<file path="config.mk">
export PLATFORM = sky130hd
export DESIGN_NAME = pc_ifid_ctrl_flat
export DESIGN_NICKNAME = d
export VERILOG_FILES = /design/src/rtl/pc_ifid_ctrl_pkg.sv /design/src/rtl/pc_ifid_ctrl_if.sv /design/src/rtl/pc_ifid_ctrl_pipe_reg.sv /design/src/rtl/pc_ifid_ctrl.sv /design/src/flat_wrapper.sv
export SDC_FILE = /design/constraint.sdc
export NUM_CORES = 1
export LEC_CHECK = 0
export CAP_MARGIN = 20
export CORE_MARGIN = 5
export CORE_UTILIZATION = 46
export DETAILED_ROUTE_END_ITERATION = 8
export GPL_ROUTABILITY_DRIVEN = 0
export HOLD_SLACK_MARGIN = 0.15
export PLACE_DENSITY = 0.87
export SYNTH_ARGS = -nofsm -noshare
export SYNTH_HDL_FRONTEND = slang
export SYNTH_SLANG_ARGS = --single-unit
</file>
<file path="constraint.sdc">
create_clock -name clk -period 7.8 [get_ports clk]
set_input_delay 1.56 -clock clk [delete_from_list [all_inputs] [get_ports clk]]
set_output_delay 1.56 -clock clk [all_outputs]
set_load 0.1 [all_outputs]
</file>
<file path="src/rtl/pc_ifid_ctrl_pkg.sv">
// -----------------------------------------------------------------------------
// pc_ifid_ctrl_pkg
// Shared definitions for the fetch-stage PC / IF-ID controller:
//   - pcSrcE     : ID-stage next-PC select encodings
//   - ifIdT      : packed layout of the IF/ID pipeline register
//   - vectors    : default reset PC, illegal-op and external-address vectors
//   - NOP        : default bubble instruction
//   - pcIncrement: sequential PC step (wraps modulo 2^32)
// -----------------------------------------------------------------------------
package pc_ifid_ctrl_pkg;

    typedef enum logic [2:0] {
        PCSRC_SEQ   = 3'b000,
        PCSRC_JUMP  = 3'b001,
        PCSRC_JR    = 3'b010,
        PCSRC_ILLOP = 3'b011,
        PCSRC_XADR  = 3'b100
    } pcSrcE;

    typedef struct packed {
        logic [31:0] instruction;
        logic [31:0] pcPlus4;
        logic        valid;
    } ifIdT;

    localparam logic [31:0] DEFAULT_RESET_PC  = 32'h8000_0000;
    localparam logic [31:0] ILLOP_VECTOR      = 32'h8000_0004;
    localparam logic [31:0] XADR_VECTOR       = 32'h8000_0008;
    localparam logic [31:0] DEFAULT_NOP_INSTR = 32'h0000_0000;
    localparam logic [15:0] COUNT_MAX         = 16'hFFFF;

    // Plain 32-bit add: the carry out of bit 31 is simply dropped so the
    // address space wraps from FFFFFFFC back to 00000000.
    function automatic logic [31:0] pcIncrement(input logic [31:0] pc);
        return pc + 32'd4;
    endfunction

endpackage

</file>
<file path="src/rtl/pc_ifid_ctrl_if.sv">
// -----------------------------------------------------------------------------
// pc_ifid_ctrl_if
// Bundles the control/target inputs and the PC / IF-ID outputs of the
// fetch controller.
//   master : the surrounding pipeline (hazard unit, ID, EX, instruction memory)
//   slave  : pc_ifid_ctrl itself
// Optional feature macro: PC_IFID_STALL_CNT_EN adds StallCount / FlushCount.
// -----------------------------------------------------------------------------
interface pc_ifid_ctrl_if;

    logic        Stall;
    logic [2:0]  PCSrc;
    logic        BranchTaken_EX;
    logic [31:0] BranchTarget;
    logic [31:0] JumpTarget;
    logic [31:0] JrTarget;
    logic [31:0] Instruction;
    logic [31:0] PC;
    logic [31:0] IF_ID_Instruction;
    logic [31:0] IF_ID_PC_plus_4;
    logic        IF_ID_Valid;
`ifdef PC_IFID_STALL_CNT_EN
    logic [15:0] StallCount;
    logic [15:0] FlushCount;
`endif

`ifdef PC_IFID_STALL_CNT_EN
    modport master (
        output Stall, PCSrc, BranchTaken_EX, BranchTarget, JumpTarget, JrTarget, Instruction,
        input  PC, IF_ID_Instruction, IF_ID_PC_plus_4, IF_ID_Valid, StallCount, FlushCount
    );
    modport slave (
        input  Stall, PCSrc, BranchTaken_EX, BranchTarget, JumpTarget, JrTarget, Instruction,
        output PC, IF_ID_Instruction, IF_ID_PC_plus_4, IF_ID_Valid, StallCount, FlushCount
    );
`else
    modport master (
        output Stall, PCSrc, BranchTaken_EX, BranchTarget, JumpTarget, JrTarget, Instruction,
        input  PC, IF_ID_Instruction, IF_ID_PC_plus_4, IF_ID_Valid
    );
    modport slave (
        input  Stall, PCSrc, BranchTaken_EX, BranchTarget, JumpTarget, JrTarget, Instruction,
        output PC, IF_ID_Instruction, IF_ID_PC_plus_4, IF_ID_Valid
    );
`endif

endinterface

</file>
<file path="src/rtl/pc_ifid_ctrl_pipe_reg.sv">
// -----------------------------------------------------------------------------
// pipe_reg
// Generic pipeline register with asynchronous active-high reset, load enable
// and a synchronous flush that loads a caller-supplied value.
//   clk, reset : clock and async reset (reset loads RESET_VALUE)
//   enable     : load d when high (the owner drives it with hold negated)
//   flush      : load flushValue; overrides enable
//   flushValue : value loaded on flush
//   d / q      : data in / registered data out
// -----------------------------------------------------------------------------
module pipe_reg #(
    parameter int                WIDTH       = 32,
    parameter logic [WIDTH-1:0]  RESET_VALUE = '0
) (
    input  logic             clk,
    input  logic             reset,
    input  logic             enable,
    input  logic             flush,
    input  logic [WIDTH-1:0] flushValue,
    input  logic [WIDTH-1:0] d,
    output logic [WIDTH-1:0] q
);

    // Flush wins over enable so a squash still lands while the stage is held.
    always_ff @(posedge clk or posedge reset) begin
        if (reset) begin
            q <= RESET_VALUE;
        end else if (flush) begin
            q <= flushValue;
        end else if (enable) begin
            q <= d;
        end
    end

endmodule

</file>
<file path="src/rtl/pc_ifid_ctrl.sv">
// -----------------------------------------------------------------------------
// pc_ifid_ctrl
// Program counter and IF/ID register control for a 5-stage pipeline.
// Each cycle, in priority order: EX branch redirect (flush), hazard stall
// (hold everything), ID-stage redirect via PCSrc (flush one delay slot),
// otherwise sequential fetch.
// Ports:
//   clk   : sole clock, rising edge
//   reset : asynchronous, active-high
//   bus   : pc_ifid_ctrl_if.slave (targets, controls, fetched instruction in;
//           PC and IF/ID contents out)
// Parameters: RESET_PC, NOP_INSTR.
// Optional feature macro: PC_IFID_STALL_CNT_EN adds saturating StallCount and
// FlushCount outputs on the interface.
// -----------------------------------------------------------------------------
module pc_ifid_ctrl
    import pc_ifid_ctrl_pkg::*;
#(
    parameter logic [31:0] RESET_PC  = DEFAULT_RESET_PC,
    parameter logic [31:0] NOP_INSTR = DEFAULT_NOP_INSTR
) (
    input  logic          clk,
    input  logic          reset,
    pc_ifid_ctrl_if.slave bus
);

    localparam ifIdT IFID_RESET = '{instruction: NOP_INSTR, pcPlus4: RESET_PC, valid: 1'b0};

    logic [31:0] pcReg;
    logic [31:0] pcPlus4;
    logic [31:0] idTarget;
    logic        idRedirect;
    logic        holdNow;
    logic        flushNow;
    logic [31:0] nextPc;
    pcSrcE       pcSel;
    ifIdT        ifIdD;
    ifIdT        ifIdFlush;
    ifIdT        ifIdQ;

    assign pcPlus4 = pcIncrement(pcReg);
    assign pcSel   = pcSrcE'(bus.PCSrc);

    // Decode the ID-stage select into a target; unused encodings fall back to
    // sequential fetch and do not count as a redirect.
    always_comb begin
        idTarget   = pcPlus4;
        idRedirect = 1'b0;
        case (pcSel)
            PCSRC_JUMP: begin
                idTarget   = bus.JumpTarget;
                idRedirect = 1'b1;
            end
            PCSRC_JR: begin
                idTarget   = bus.JrTarget;
                idRedirect = 1'b1;
            end
            PCSRC_ILLOP: begin
                idTarget   = ILLOP_VECTOR;
                idRedirect = 1'b1;
            end
            PCSRC_XADR: begin
                idTarget   = XADR_VECTOR;
                idRedirect = 1'b1;
            end
            default: begin
                idTarget   = pcPlus4;
                idRedirect = 1'b0;
            end
        endcase
    end

    // A taken branch overrides the stall; PCSrc only matters when the stage
    // is free to move.
    assign holdNow  = ~bus.BranchTaken_EX & bus.Stall;
    assign flushNow = bus.BranchTaken_EX | (~bus.Stall & idRedirect);

    // Next PC follows the same priority chain as the hold/flush decisions.
    always_comb begin
        nextPc = pcPlus4;
        if (bus.BranchTaken_EX) begin
            nextPc = bus.BranchTarget;
        end else if (bus.Stall) begin
            nextPc = pcReg;
        end else if (idRedirect) begin
            nextPc = idTarget;
        end
    end

    // The PC register itself; reset takes effect immediately.
    always_ff @(posedge clk or posedge reset) begin
        if (reset) begin
            pcReg <= RESET_PC;
        end else begin
            pcReg <= nextPc;
        end
    end

    assign ifIdD     = '{instruction: bus.Instruction, pcPlus4: pcPlus4, valid: 1'b1};
    assign ifIdFlush = '{instruction: NOP_INSTR, pcPlus4: pcPlus4, valid: 1'b0};

    pipe_reg #(
        .WIDTH       ($bits(ifIdT)),
        .RESET_VALUE (IFID_RESET)
    ) ifIdReg (
        .clk        (clk),
        .reset      (reset),
        .enable     (~holdNow),
        .flush      (flushNow),
        .flushValue (ifIdFlush),
        .d          (ifIdD),
        .q          (ifIdQ)
    );

    assign bus.PC                = pcReg;
    assign bus.IF_ID_Instruction = ifIdQ.instruction;
    assign bus.IF_ID_PC_plus_4   = ifIdQ.pcPlus4;
    assign bus.IF_ID_Valid       = ifIdQ.valid;

`ifdef PC_IFID_STALL_CNT_EN
    logic [15:0] stallCount;
    logic [15:0] flushCount;

    // Saturating event counters: one tick per held cycle and one per squash
    // cycle (branch or ID redirect).
    always_ff @(posedge clk or posedge reset) begin
        if (reset) begin
            stallCount <= '0;
            flushCount <= '0;
        end else begin
            if (holdNow && stallCount != COUNT_MAX) begin
                stallCount <= stallCount + 16'd1;
            end
            if (flushNow && flushCount != COUNT_MAX) begin
                flushCount <= flushCount + 16'd1;
            end
        end
    end

    assign bus.StallCount = stallCount;
    assign bus.FlushCount = flushCount;
`endif

endmodule

</file>
<file path="src/flat_wrapper.sv">
// flat-port wrapper written by rule: the top's interface ports become plain ports
module pc_ifid_ctrl_flat import pc_ifid_ctrl_pkg::*;
#(
    parameter logic [31:0] RESET_PC  = DEFAULT_RESET_PC,
    parameter logic [31:0] NOP_INSTR = DEFAULT_NOP_INSTR
)
  (clk, reset, bus_Stall, bus_PCSrc, bus_BranchTaken_EX, bus_BranchTarget, bus_JumpTarget, bus_JrTarget, bus_Instruction, bus_PC, bus_IF_ID_Instruction, bus_IF_ID_PC_plus_4, bus_IF_ID_Valid);
  pc_ifid_ctrl_if bus_i ();
  input  logic clk;
  input  logic reset;
  input wire logic [$bits(bus_i.Stall)-1:0] bus_Stall;
  input wire logic [$bits(bus_i.PCSrc)-1:0] bus_PCSrc;
  input wire logic [$bits(bus_i.BranchTaken_EX)-1:0] bus_BranchTaken_EX;
  input wire logic [$bits(bus_i.BranchTarget)-1:0] bus_BranchTarget;
  input wire logic [$bits(bus_i.JumpTarget)-1:0] bus_JumpTarget;
  input wire logic [$bits(bus_i.JrTarget)-1:0] bus_JrTarget;
  input wire logic [$bits(bus_i.Instruction)-1:0] bus_Instruction;
  output wire logic [$bits(bus_i.PC)-1:0] bus_PC;
  output wire logic [$bits(bus_i.IF_ID_Instruction)-1:0] bus_IF_ID_Instruction;
  output wire logic [$bits(bus_i.IF_ID_PC_plus_4)-1:0] bus_IF_ID_PC_plus_4;
  output wire logic [$bits(bus_i.IF_ID_Valid)-1:0] bus_IF_ID_Valid;
  assign bus_i.Stall = bus_Stall;
  assign bus_i.PCSrc = bus_PCSrc;
  assign bus_i.BranchTaken_EX = bus_BranchTaken_EX;
  assign bus_i.BranchTarget = bus_BranchTarget;
  assign bus_i.JumpTarget = bus_JumpTarget;
  assign bus_i.JrTarget = bus_JrTarget;
  assign bus_i.Instruction = bus_Instruction;
  assign bus_PC = bus_i.PC;
  assign bus_IF_ID_Instruction = bus_i.IF_ID_Instruction;
  assign bus_IF_ID_PC_plus_4 = bus_i.IF_ID_PC_plus_4;
  assign bus_IF_ID_Valid = bus_i.IF_ID_Valid;
  pc_ifid_ctrl #(.RESET_PC(RESET_PC), .NOP_INSTR(NOP_INSTR)) u_core (.clk(clk), .reset(reset), .bus(bus_i));
endmodule
</file>
==> flow_metrics.env <==
export IMPL_fmax_ghz=0.2519
export IMPL_max_slew_margin=0.2800
export IMPL_cts_setup_buffers=0
export IMPL_dieArea_sq_um=13420
export IMPL_hold_viol=0
export IMPL_grt_first_pass_wirelength_um=28520
export IMPL_vias=5295
export IMPL_start_kind="input port"
export IMPL_end_kind="flop"
export IMPL_rsz0062_at_grt="no"
export IMPL_tns_ns=0
export IMPL_p_seq_frac=0.357
export IMPL_htree_levels=3
export IMPL_yosysSeqAreaShare=0.4716
export IMPL_synth_cells=542
export IMPL_path_buf_inv=2
export IMPL_antenna_found_initial=0
export IMPL_synth_mux_area_frac=0.007771
export IMPL_fin_ws_ns=3.831
export IMPL_power_internal_w=0.0009074
export IMPL_fin_skew_ns=0.01565
export IMPL_final_setup_viol_count=0
export IMPL_rows=38
export IMPL_synth_seq_cells=97
export IMPL_io_buffers=231
export IMPL_ys_types=59
export IMPL_clkLatencyLatePin_ns=0.36
export IMPL_grt_ovfl_total=0
export IMPL_worstSetupPathType="in -> reg"
export IMPL_hold_path_class="reg -> reg"
export IMPL_drive_above_1_share=0.06516
export IMPL_grt_pass1_vias=5426
export IMPL_crit_chain="clkdlybuf4s50_1 > nor2b_4 > buf_4 > nor2_1 > and4_1 > o21ai_0 > a2bb2oi_1"
export IMPL_postRouteAntennaNets=0
export IMPL_fillers=825
export IMPL_core_area_sq_um=10890
export IMPL_power_density_nw_per_um2=225.6
export IMPL_post_dp_hpwl_um=13370
export IMPL_syn_nets=678
export IMPL_cpPeakStageDelay_ns=0.94
export IMPL_pin_count=232
export IMPL_pwr_share_comb=0.459
export IMPL_nNetsFinal=883
export IMPL_clockBufferDepth=2
export IMPL_grt_max_degree=88
export IMPL_postRouteWirelength_um=18570
export IMPL_clock_sinks=97
export IMPL_firstDrtPassIters=5
export IMPL_status="finished clean"
export IMPL_grt_usage=0.2716
export IMPL_die_h_um=115.8
export IMPL_seq_area_sq_um=2430
export IMPL_cts_repair_resized=0
export IMPL_cts_tree="yes"
export IMPL_synth_top_family_by_area="compound AO/OA/AOI/OAI gates"
export IMPL_max_cap_violations=0
export IMPL_avgViaCountPerCell=5.936
export IMPL_cts_root_buf="clkbuf_8"
export IMPL_drc=0
export IMPL_required_ns=8.04
export IMPL_critPathSlowestCell="clkdlybuf4s50_1"
export IMPL_insertedDiodeCount=0
export IMPL_multi_input_area_sq_um=2512
export IMPL_place_ws_ns=3.480
export IMPL_power_switching_w=0.0008399
export IMPL_crit_fanout=87
export IMPL_die_x_um=115.8
export IMPL_area_growth_pct=50.34
export IMPL_worst_pin_slew_ns=1.077
export IMPL_async_flop_share=1.000
export IMPL_swShare=0.4807
export IMPL_initial_core_util=0.4732
export IMPL_synth_compound_area_frac=0.2574
export IMPL_synth_adder_area_share=0.002428
export IMPL_numCtsBuffers=9
export IMPL_clk_pin_slew_ns=0.10
export IMPL_synth_xor_area_share=0.04930
export IMPL_post_route_period_util=0.5089
export IMPL_ys_warn_count=0
export IMPL_wl_per_cell_um=20.81
export IMPL_cp_arrival_ns=4.21
export IMPL_clkPwrFrac=0.184
export IMPL_slew_violations=0
export IMPL_cts_hold_buf=0
export IMPL_cp_top_family="buffers and inverters"
export IMPL_final_common_cell="clkdlybuf4s50_1"
export IMPL_finalWorstPathRequiredPeriod_ns=3.969
export IMPL_syn_avg_cell_area_sq_um=9.506
export IMPL_leakagePower_nw=3.083
export IMPL_yosys_area_share_simple=0.1654
export IMPL_synth_ff_type="dfrtp_1"
export IMPL_synth_edff_count=0
export IMPL_drtIter0Drc=405
export IMPL_ir_worst_vdd_mv=0.1252
export IMPL_layout_common_cells="230 x clkdlybuf4s50_1, 95 x dfrtp_1, 60 x nand2_1"
export IMPL_syn_area_sq_um=5152
[power groups by stage]
stage	logic, W	registers (W)	clock network, W
global placement	0.000790	0.000629	0
finish	0.000802	0.000624	0.000321
detailed placement	0.000800	0.000632	0
floorplan	0.000160	0.00102	0
CTS	0.000802	0.000623	0.000320
global route	0.000830	0.000633	0.000345
[routing by layer]
metal  share of wire  track usage  vias up
met1            0.39       0.3564     2556
met5               0            0        -
met2            0.48       0.4419      288
met4           0.033       0.1036        0
li1                -            -     2411
met3           0.091      0.06005       40
[cell type report]
class / count / share of cell area
multi-input combinational: 387 / 0.3243
sequential: 97 / 0.3137
timing repair buffer: 240 / 0.3092
tap: 140 / 0.02261
clock buffer: 9 / 0.01599
clock inverter: 7 / 0.008076
inverter: 12 / 0.006138
[cell usage after synthesis (2+ instances only)]
cell | instances | area share
nor3b_1 | 2 | 0.0029
o31ai_1 | 5 | 0.0073
mux2i_1 | 4 | 0.0078
a21oi_1 | 24 | 0.023
o221a_2 | 4 | 0.0087
inv_1 | 12 | 0.0087
nand2_1 | 60 | 0.044
o211a_1 | 5 | 0.0097
and3_1 | 4 | 0.0049
and2_1 | 4 | 0.0049
xor2_1 | 12 | 0.020
nor3_2 | 2 | 0.0039
nand4_1 | 9 | 0.011
a221oi_1 | 24 | 0.041
a41oi_1 | 2 | 0.0034
xnor2_1 | 17 | 0.029
o22ai_1 | 8 | 0.0097
o21ai_0 | 40 | 0.039
nand3_1 | 12 | 0.012
nor4_1 | 2 | 0.0024
o21ai_1 | 4 | 0.0039
nand2b_1 | 10 | 0.012
nor2_1 | 42 | 0.031
a22o_1 | 34 | 0.058
a32o_1 | 4 | 0.0078
nand3b_1 | 4 | 0.0058
dfstp_2 | 2 | 0.010
o211ai_1 | 3 | 0.0044
a31oi_1 | 4 | 0.0049
dfrtp_1 | 95 | 0.46
buf_4 | 2 | 0.0029
buf_2 | 9 | 0.0087
clkbuf_1 | 31 | 0.023
a31o_2 | 4 | 0.0068
buf_1 | 3 | 0.0022
a311oi_1 | 2 | 0.0034
and4_1 | 3 | 0.0051
nor3_1 | 9 | 0.0087
a221o_1 | 5 | 0.0097
[sequential cells by signal, summed over array words and instances (netlist names)]
| signal | cells |
|---|---|
| u_core.ifIdReg.q | 65 |
| u_core.bus.PC | 32 |
[worst min-delay path: cells and delay by family (launching register included)]
family | cells | cell delay, ns
flops | 1 | 0.36
compound gates | 1 | 0.06
simple gates | 1 | 0.04
[path summary, 6_finish.rpt]
path | start | endpoint | slack (ns) | cells past startpoint
setup / recovery | bus_Stall | u_core.bus.PC[26]$_DFFE_PP0P_ | 3.83 | 7
hold / removal | u_core.ifIdReg.q[30]$_DFFE_PP0P_ | u_core.ifIdReg.q[30]$_DFFE_PP0P_ | 0.49 | 2
setup reg to reg | u_core.bus.PC[2]$_DFFE_PP0P_ | u_core.bus.PC[28]$_DFFE_PP0P_ | 4.91 | 6
hold reg to reg | u_core.ifIdReg.q[30]$_DFFE_PP0P_ | u_core.ifIdReg.q[30]$_DFFE_PP0P_ | 0.49 | 2
max in group asynchronous | reset | u_core.ifIdReg.q[18]$_DFFE_PP0P_ | 5.04 | 3
min in group asynchronous | reset | u_core.ifIdReg.q[38]$_DFFE_PP0P_ | 1.62 | 2
[cells by family after synthesis]
group                    after synthesis
AO/OA/AOI/OAI                        182
XOR/XNOR                              29
multiplexers                           4
buffers and inverters                 58
adder cells (fa/ha/maj)                1
flip-flops                            97
AND/OR/NAND/NOR                      171
[per-stage QoR]
| step | hold WS [ns] | util | cell area (sq um) | cells | power (W) |
|---|---|---|---|---|---|
| 2_1_floorplan | 0.4689 | - | 5152 | 542 | 0.001184 |
| 4_1_cts | 0.4934 | 0.7089 | 7719 | 891 | 0.001745 |
| 5_1_grt | 0.5246 | 0.7114 | 7746 | 892 | 0.001808 |
| 6_report | 0.4875 | 0.7114 | 7746 | 892 | 0.001747 |
| 3_5_place_dp | 0.4707 | 0.6918 | 7532 | 875 | 0.001432 |
| 3_3_place_gp | 0.4620 | 0.6918 | 7532 | 875 | 0.001419 |
No activity file was read; power rests on OpenSTA's default activity.
